$ cat src/rtl/morse_pkg.sv
// Shared types and sizes for the Morse key classifier.
package morse_pkg;

    localparam int unsigned MAX_SYMBOLS = 5;
    localparam int unsigned CODE_W      = 5;
    localparam int unsigned LEN_W       = 3;

    typedef enum logic [1:0] {
        IDLE      = 2'd0,
        PRESS     = 2'd1,
        GAP       = 2'd2,
        WORD_WAIT = 2'd3
    } state_t;

endpackage

$ cat src/rtl/morse_debounce.sv
// Two-flop synchronizer followed by a tick-based debounce of the key.
module morse_debounce #(
    parameter int unsigned DEBOUNCE_TICKS = 50,
    parameter int unsigned CNT_W          = 16
) (
    input  logic clk,
    input  logic rst,
    input  logic tick,
    input  logic key_in,
    output logic key_level
);

    logic [1:0]       sync_q;
    logic [CNT_W-1:0] deb_cnt;

    // Bring the asynchronous key into the clk domain.
    always_ff @(posedge clk) begin
        if (rst) begin
            sync_q <= '0;
        end else begin
            sync_q <= {sync_q[0], key_in};
        end
    end

    // Toggle the level only after DEBOUNCE_TICKS consecutive differing samples.
    always_ff @(posedge clk) begin
        if (rst) begin
            deb_cnt   <= '0;
            key_level <= 1'b0;
        end else if (tick) begin
            if (sync_q[1] != key_level) begin
                if (deb_cnt == CNT_W'(DEBOUNCE_TICKS - 1)) begin
                    key_level <= ~key_level;
                    deb_cnt   <= '0;
                end else begin
                    deb_cnt <= deb_cnt + CNT_W'(1);
                end
            end else begin
                deb_cnt <= '0;
            end
        end
    end

endmodule

$ cat src/rtl/morse_key_classifier.sv
// Classifies debounced key presses into dots/dashes and assembles letters.
module morse_key_classifier
    import morse_pkg::*;
#(
    parameter int unsigned DEBOUNCE_TICKS   = 50,
    parameter int unsigned DASH_TICKS       = 2000,
    parameter int unsigned LETTER_GAP_TICKS = 4000,
    parameter int unsigned WORD_GAP_TICKS   = 10000,
    parameter int unsigned CNT_W            = 16
) (
    input  logic              clk,
    input  logic              rst,
    input  logic              tick,
    input  logic              key_in,
    output logic              key_level,
    output logic              sym_valid,
    output logic              sym_is_dash,
    output logic              letter_valid,
    output logic [CODE_W-1:0] letter_code,
    output logic [LEN_W-1:0]  letter_len,
    output logic              letter_err,
    output logic              word_gap
);

    state_t            state, state_n;
    logic              prev_level;
    logic              rise, fall;
    logic [CNT_W-1:0]  dur, dur_n, dur_inc;
    logic [CNT_W-1:0]  gap, gap_n, gap_inc;
    logic [CODE_W-1:0] code, code_n;
    logic [LEN_W-1:0]  len, len_n;
    logic              err, err_n;
    logic              is_dash;

    logic              sym_valid_n, sym_is_dash_n;
    logic              letter_valid_n, letter_err_n, word_gap_n;
    logic [CODE_W-1:0] letter_code_n;
    logic [LEN_W-1:0]  letter_len_n;

    morse_debounce #(
        .DEBOUNCE_TICKS(DEBOUNCE_TICKS),
        .CNT_W         (CNT_W)
    ) u_debounce (
        .clk      (clk),
        .rst      (rst),
        .tick     (tick),
        .key_in   (key_in),
        .key_level(key_level)
    );

    assign rise    = key_level & ~prev_level;
    assign fall    = ~key_level & prev_level;
    assign dur_inc = (dur == '1) ? dur : dur + CNT_W'(1);
    assign gap_inc = (gap == '1) ? gap : gap + CNT_W'(1);
    assign is_dash = (dur >= CNT_W'(DASH_TICKS));

    // State, duration counters, letter accumulator and registered outputs.
    always_ff @(posedge clk) begin
        if (rst) begin
            state        <= IDLE;
            prev_level   <= 1'b0;
            dur          <= '0;
            gap          <= '0;
            code         <= '0;
            len          <= '0;
            err          <= 1'b0;
            sym_valid    <= 1'b0;
            sym_is_dash  <= 1'b0;
            letter_valid <= 1'b0;
            letter_code  <= '0;
            letter_len   <= '0;
            letter_err   <= 1'b0;
            word_gap     <= 1'b0;
        end else begin
            state        <= state_n;
            prev_level   <= key_level;
            dur          <= dur_n;
            gap          <= gap_n;
            code         <= code_n;
            len          <= len_n;
            err          <= err_n;
            sym_valid    <= sym_valid_n;
            sym_is_dash  <= sym_is_dash_n;
            letter_valid <= letter_valid_n;
            letter_code  <= letter_code_n;
            letter_len   <= letter_len_n;
            letter_err   <= letter_err_n;
            word_gap     <= word_gap_n;
        end
    end

    // Next-state, counter and output decode; a threshold close and a new press can share a cycle.
    always_comb begin
        state_n        = state;
        dur_n          = dur;
        gap_n          = gap;
        code_n         = code;
        len_n          = len;
        err_n          = err;
        sym_valid_n    = 1'b0;
        sym_is_dash_n  = sym_is_dash;
        letter_valid_n = 1'b0;
        letter_code_n  = letter_code;
        letter_len_n   = letter_len;
        letter_err_n   = letter_err;
        word_gap_n     = 1'b0;

        unique case (state)
            IDLE: begin
                if (rise) begin
                    state_n = PRESS;
                    dur_n   = '0;
                end
            end
            PRESS: begin
                if (tick) begin
                    dur_n = dur_inc;
                end
                if (fall) begin
                    sym_valid_n   = 1'b1;
                    sym_is_dash_n = is_dash;
                    if (len < LEN_W'(MAX_SYMBOLS)) begin
                        code_n = {code[CODE_W-2:0], is_dash};
                        len_n  = len + LEN_W'(1);
                    end else begin
                        err_n = 1'b1;
                    end
                    state_n = GAP;
                    gap_n   = '0;
                end
            end
            GAP: begin
                if (tick) begin
                    gap_n = gap_inc;
                    if (gap_inc == CNT_W'(LETTER_GAP_TICKS)) begin
                        letter_valid_n = 1'b1;
                        letter_code_n  = code;
                        letter_len_n   = len;
                        letter_err_n   = err;
                        code_n         = '0;
                        len_n          = '0;
                        err_n          = 1'b0;
                        state_n        = WORD_WAIT;
                    end
                end
                if (rise) begin
                    state_n = PRESS;
                    dur_n   = '0;
                end
            end
            WORD_WAIT: begin
                if (tick) begin
                    gap_n = gap_inc;
                    if (gap_inc == CNT_W'(WORD_GAP_TICKS)) begin
                        word_gap_n = 1'b1;
                        state_n    = IDLE;
                    end
                end
                if (rise) begin
                    state_n = PRESS;
                    dur_n   = '0;
                end
            end
            default: state_n = IDLE;
        endcase
    end

endmodule

$ cat config.mk
export PLATFORM = sky130hd
export DESIGN_NAME = morse_key_classifier
export DESIGN_NICKNAME = d
export VERILOG_FILES = /design/src/rtl/morse_pkg.sv /design/src/rtl/morse_debounce.sv /design/src/rtl/morse_key_classifier.sv
export SDC_FILE = /design/constraint.sdc
export NUM_CORES = 1
export LEC_CHECK = 0
export CORE_MARGIN = 1
export CORE_UTILIZATION = 31
export DETAILED_ROUTE_END_ITERATION = 16
export PLACE_DENSITY_LB_ADDON = 0.25
export SLEW_MARGIN = 20
export SYNTH_ARGS = -nofsm -noshare
export SYNTH_HDL_FRONTEND = slang
export SYNTH_SLANG_ARGS = --single-unit
$ cat constraint.sdc
create_clock -name clk -period 2.8 [get_ports clk]
set_input_delay 0.42 -clock clk [delete_from_list [all_inputs] [get_ports clk]]
set_output_delay 0.42 -clock clk [all_outputs]
set_load 0.02 [all_outputs]
==> Word-level counts from Yosys, hierarchy flattened <==
Index checks and enable logic that the tools add are counted.
{ "totals": {"register_bits": 76, "in_bits": 4, "wordCells": 107} }
{ "op_classes": {"add_sub_neg": 4, "order_cmp": 2, "n_eq_ne": 23, "muxes": 37, "bitwise_logic": 8, "reduce_logical": 16} }
{ "op_table": {"columns": ["cell", "n"], "rows": [
  ["2-to-1 mux 16 bit", 8],
  ["one-hot mux 16 bit (2 select lines)", 2],
  ["adder 16 x 1 -> 16 bit, second input constant", 3],
  ["equality test 16 bit, second input constant", 2],
  ["2-to-1 mux 5 bit", 4],
  ["equality test 16 x 12 -> 1 bit, second input constant", 1],
  ["equality test 16 x 14 -> 1 bit, second input constant", 1],
  ["equality test 16 x 6 -> 1 bit, second input constant", 1],
  ["greater-or-equal comparator 16 x 11 -> 1 bit, second input constant", 1],
  ["2-to-1 mux 2 bit", 8],
  ["inequality test 2 bit, second input constant", 8],
  ["2-to-1 mux 3 bit", 4],
  ["inequality test 3 bit, second input constant", 4],
  ["AND reduction 3 bit", 4],
  ["one-hot mux 5 bit (2 select lines)", 1],
  ["AND reduction 5 bit", 2],
  ["OR reduction 3 bit", 3],
  ["one-hot mux 2 bit (4 select lines)", 1],
  ["2-to-1 mux 1 bit", 7],
  ["NOT 1 bit", 6],
  ["one-hot mux 3 bit (2 select lines)", 1],
  ["AND reduction 6 bit", 1],
  ["equality test 2 bit, second input constant", 2],
  ["inequality test 2 x 1 -> 1 bit, second input constant", 2],
  ["other kinds (10)", 13]
]} }

==> Depth between registers and ports, before layout <==
Gate-level depths: netlist (run 1).
{ "logic_depth": {"word_depth": 7, "ltp_mapped": 12, "ltp_nobuf": 8} }

==> By module <==
From an unflattened synthesis (run 1), not the netlist that was laid out.
{ "hier_totals": {"hier_cells": 508, "area_unflattened_um2": 4185.3} }
{ "modules_own_cells": {"columns": ["module", "n_inst", "cells_per_inst", "area_per_inst_um2"], "rows": [
  ["morse_key_classifier", 1, 369, 3080.5],
  ["morse_debounce", 1, 139, 1104.8]
]} }

==> Worst setup path before layout (run 1) <==
OpenSTA, ideal clock, no wires.
{ "synth_timing": {"kind": "register -> register", "start": "reg gap[0]", "end": "reg code[0]", "arrival_time_ns": 2.608, "slack_ns": 0.065, "stages_incl_launch_ff": 12, "path_buffers": 3, "cell_sequence": "dfxtp_1 ha_1 clkbuf_1 nand4_1 nor4_1 mux2_2 a2111oi_2 nand4_1 buf_6 buf_8 a31oi_1 nor2_1"} }
{ "synth_via": {"elab_chain_len": 5} }
{ "synth_rtl": {"columns": ["item", "line_no", "source"], "rows": [
  ["from (decl)", "morse_key_classifier.sv:29", "logic [CNT_W-1:0] gap, gap_n, gap_inc;"],
  ["from (signal assigned)", "morse_key_classifier.sv:78", "gap <= gap_n;"],
  ["adder 16 x 1 -> 16 bit or equality test 16 bit (tied branches)", "morse_key_classifier.sv:54", "assign gap_inc = (gap == '1) ? gap : gap + CNT_W'(1);"],
  ["2-to-1 mux 16 bit *", "morse_key_classifier.sv:54", null],
  ["equality test 16 x 12 -> 1 bit *", "morse_key_classifier.sv:135", "if (gap_inc == CNT_W'(LETTER_GAP_TICKS)) begin"],
  ["inequality test 2 bit (no line) *", null, null],
  ["AND reduction 5 bit (no line) *", null, null],
  ["to (signal assigned)", "morse_key_classifier.sv:79", "code <= code_n;"],
  ["to (decl)", "morse_key_classifier.sv:30", "logic [CODE_W-1:0] code, code_n;"]
]} }
Mark *: on every way between the ends. The rest lies on a longest branch, timed or not.
A chain may end at the register's enable or synchronous reset.

==> Final worst setup path (run 1) <==
{ "layout_timing": {"start": "reg gap[1]", "end": "reg code[0]"} }
Same word-level chain as after synthesis.

==> impl_metrics.env, run 1 <==
export IMPL_synth_top_cell_by_area="dfxtp_1"
export IMPL_dieArea_um2=12500
export IMPL_cts_tree="yes"
export IMPL_regToRegEndpoint="code[0]"
export IMPL_yosys_most_used_dff="dfxtp_1"
export IMPL_cts_resized=0
export IMPL_ir_drop_uv=258
export IMPL_ant_nets=0
export IMPL_powerDensity_nw_per_um2=497
export IMPL_first_global_vias=3044
export IMPL_synth_most_common_cell="dfxtp_1"
export IMPL_die_h_um=112
export IMPL_htree_levels=3
export IMPL_core_um2=11600
export IMPL_floorplan_io_pins=18
export IMPL_clock_fmax_mhz=377
export IMPL_syn_avg_cell_area_um2=8.30
export IMPL_via_count=3278
export IMPL_ys_top_cells_by_area="dfxtp_1 41%, nor2_1 6.6%, xor2_1 4.9%"
export IMPL_synth_xor_area_frac=0.0726
export IMPL_diodes=0
export IMPL_p_leak_nw=1.59
export IMPL_path_class="reg2reg"
export IMPL_cts_sinks=76
export IMPL_ctsLongestPathBuffers=2
export IMPL_finalCriticalPeriod_ns=2.65
export IMPL_holdPathEnd="u_debounce.sync_q[1]"
export IMPL_cts_made_buffers=9
export IMPL_place_ws_ns=0.0904
export IMPL_syn_area_um2=3740
export IMPL_fin_setup_tns_ns=0
export IMPL_cts_setup_buffers=0
export IMPL_post_synth_num_cell_types=50
export IMPL_syn2layout_area_growth_pct=17.5
export IMPL_synth_async_reset_ratio=0
export IMPL_dp_hpwl_mm=6.08
export IMPL_grt_pass1_wl_mm=14.7
export IMPL_gp_congestion=0.894
export IMPL_synth_edff_count=0
export IMPL_syn_num_nets=461
export IMPL_r2r_setup_slack_ns=0.15
export IMPL_worst_skew_pair_late_latency_ns=0.34
export IMPL_synth_fa_ha_area_frac=0.0201
export IMPL_final_setup_viol_count=0
export IMPL_worstMarginPinSlew_ns=0.640
export IMPL_synth_area_mux_share=0.0301
export IMPL_crit_fanout=18
export IMPL_wl_per_cell_um=14.0
export IMPL_grt_antenna_before_repair=0
export IMPL_root_buffer="clkbuf_16"
export IMPL_start_kind="flip-flop"
export IMPL_grt_usage=0.146
export IMPL_grt_max_degree=25
export IMPL_yosys_area_share_simple=0.281
export IMPL_status="finished, violations left"
export IMPL_worstRegToRegCells=9
export IMPL_synth_top_family_by_area="simple AND/OR/NAND/NOR gates"
export IMPL_start_util=0.323
export IMPL_min_path_type="reg2reg"
export IMPL_ys_seq_area_frac=0.407
export IMPL_postSynthCellCount=451
export IMPL_synth_seq_cells=76
export IMPL_setup_slack_ns=0.147
export IMPL_yosys_top_cells_count="76 x dfxtp_1, 66 x nor2_1, 34 x nand2_1"
export IMPL_yosysTopAreaCellShare=0.407
export IMPL_numPlacedInstances=602
export IMPL_finish_utilization=0.380
export IMPL_dr_first_iter_drc_count=113
export IMPL_fill_cells=1180
export IMPL_maxSlewViolCount=0
export IMPL_yosys_warnings=0
export IMPL_fin_area_um2=4400
export IMPL_violations="DRC"
export IMPL_hold_buffers=0
export IMPL_skew_ns=0.00678
export IMPL_min_from="u_debounce.sync_q[0]"
export IMPL_crit_required_ns=3.02
export IMPL_synth_compound_area_frac=0.136
export IMPL_grt_ovfl_total=0
export IMPL_row_count=39
export IMPL_holdPathStages=1
export IMPL_drc_errors=1
export IMPL_arrival_ns=2.88
export IMPL_stdcell_count=618
export IMPL_placed_cell_area_um2=4090
export IMPL_fin_crit_sh=0.948
export IMPL_cap_violations=0
export IMPL_dr_pass1_iters=11
export IMPL_wirelength_mm=8.67
export IMPL_die_w_um=112
export IMPL_path_clk_slew_ns=0.06
export IMPL_hold_viol=0
export IMPL_portBuffers=17
export IMPL_end_kind="flip-flop"
export IMPL_finalNetCount=480
export IMPL_max_slew_margin_rel=0.570
export IMPL_vias_per_cell=5.30
export IMPL_r2r_start="gap[1]"
export IMPL_drive_gt1_frac=0.0926
-- metal layers --
metal | global-route usage | vias up | wire [um] | share of wire
met2 | 0.227 | 75 | 3980 | 0.46
met4 | 0.0658 | 0 | 120 | 0.014
met5 | 0 | - | 0 | 0
met1 | 0.193 | 1557 | 4140 | 0.48
met3 | 0.0321 | 10 | 430 | 0.050
li1 | - | 1636 | - | -
-- through the flow --
step | total power, W | hold WS [ns]
after CTS | 0.00222 | 0.458
after global placement | 0.00115 | 0.448
after global routing | 0.00227 | 0.474
final | 0.00219 | 0.450
after detailed placement | 0.00115 | 0.443
after floorplan | 0.00113 | 0.414
-- cells by family (layout without fill, tap and decap cells) --
logic type | Yosys count | after routing
DFF | 76 | 76
AOI/OAI and AO/OA | 76 | 76
and+or+nand+nor | 208 | 208
xor gates and xnor gates | 31 | 31
muxes | 11 | 11
buffers and inverters | 43 | 67
adders and majority gates | 6 | 6
-- sequential cells by signal, summed over array words and instances (netlist names) --
register	cells
u_debounce.sync_q	2
letter_valid	1
word_gap	1
gap	16
len	3
prev_level	1
sym_valid	1
letter_code	5
u_debounce.deb_cnt	16
code	5
dur	16
u_debounce.key_level	1
letter_err	1
err	1
letter_len	3
state	2
sym_is_dash	1
-- where the power goes --
| group | leakage (nW) | internal [W] | switching [W] |
|---|---|---|---|
| Sequential | 0.613 | 0.00108 | 0.00000241 |
| Clock | 0.135 | 0.000618 | 0.000444 |
| Combinational | 0.839 | 0.0000122 | 0.0000244 |
| Total | 1.59 | 0.00171 | 0.000471 |
-- layout make-up --
type                    count  area (um^2)  area share
repair buffers             38          328      0.0746
flip-flops and latches     76         1520       0.346
clock buffers              11          243      0.0552
clock inverters             5         27.5     0.00626
inverters                  13         48.8      0.0111
well taps                 143          179      0.0407
multi-input cells         332         2050       0.466
-- layout by cell type, fill, tap and decap left out, types with 3 or more instances in the layout --
master | netlist | layout
buf_4 | 3 | 21
clkbuf_16 | 0 | 9
clkdlybuf4s50_1 | 0 | 17
clkinv_2 | 0 | 4
mux2i_1 | 9 | 9
or3_1 | 4 | 4
nand2b_1 | 4 | 4
a21o_1 | 3 | 3
nand4_1 | 21 | 21
nor4_1 | 10 | 9
a311oi_1 | 9 | 9
xnor2_1 | 10 | 10
xor2_1 | 21 | 21
dfxtp_1 | 76 | 76
a21oi_1 | 24 | 24
nand2_1 | 34 | 34
and2_1 | 7 | 7
nor2b_1 | 5 | 5
o21ai_0 | 13 | 13
nand3_1 | 20 | 20
ha_1 | 6 | 6
a22oi_1 | 3 | 3
inv_1 | 13 | 13
nor2_1 | 66 | 66
nor3_1 | 7 | 7
and3_1 | 14 | 14
a31oi_1 | 6 | 6
and4_1 | 6 | 6
a211oi_1 | 4 | 4
-- critical path: stages (launching register included) --
cell,delay [ns]
dfxtp_1,0.42
ha_1,0.22
and4_1,0.36
nand3_1,0.22
a211o_1,0.31
nor4_1,0.37
nand4_1,0.14
buf_4,0.24
a31oi_1,0.20
nor2_1,0.05
-- worst max-delay path by stage --
stage          startpoint        endpoint  slack (ns)  cells after the start
2_1_floorplan      gap[0]         code[0]        0.06                     11
3_3_place_gp       gap[5]         code[0]        0.11                      8
3_5_place_dp       gap[5]  letter_code[4]        0.09                      8
4_1_cts            gap[5]  letter_code[4]        0.07                      8
5_1_grt            gap[1]  letter_code[3]      -0.006                      9
6_report           gap[1]         code[0]        0.15                      9
No activity file was read; power rests on OpenSTA's default activity.
==> run 2, diff against run 1 <==
--- a/config.mk
+++ b/config.mk
@@ -5,8 +5,10 @@
 export SDC_FILE = /design/constraint.sdc
 export NUM_CORES = 1
 export LEC_CHECK = 0
+export ABC_CLOCK_PERIOD_IN_PS = 2800
 export CORE_MARGIN = 1
 export CORE_UTILIZATION = 31
+export CTS_CLUSTER_SIZE = 30
 export DETAILED_ROUTE_END_ITERATION = 16
 export PLACE_DENSITY_LB_ADDON = 0.25
 export SLEW_MARGIN = 20
==> results of run 2 <==
Final layout, timing and power as in run 1 (identical DEF).
==> run 3, diff against run 2 <==
--- a/config.mk
+++ b/config.mk
@@ -6,6 +6,7 @@
 export NUM_CORES = 1
 export LEC_CHECK = 0
 export ABC_CLOCK_PERIOD_IN_PS = 2800
+export CAP_MARGIN = 10
 export CORE_MARGIN = 1
 export CORE_UTILIZATION = 31
 export CTS_CLUSTER_SIZE = 30
==> results of run 3 <==
Final layout, timing and power as in run 1 (identical DEF).
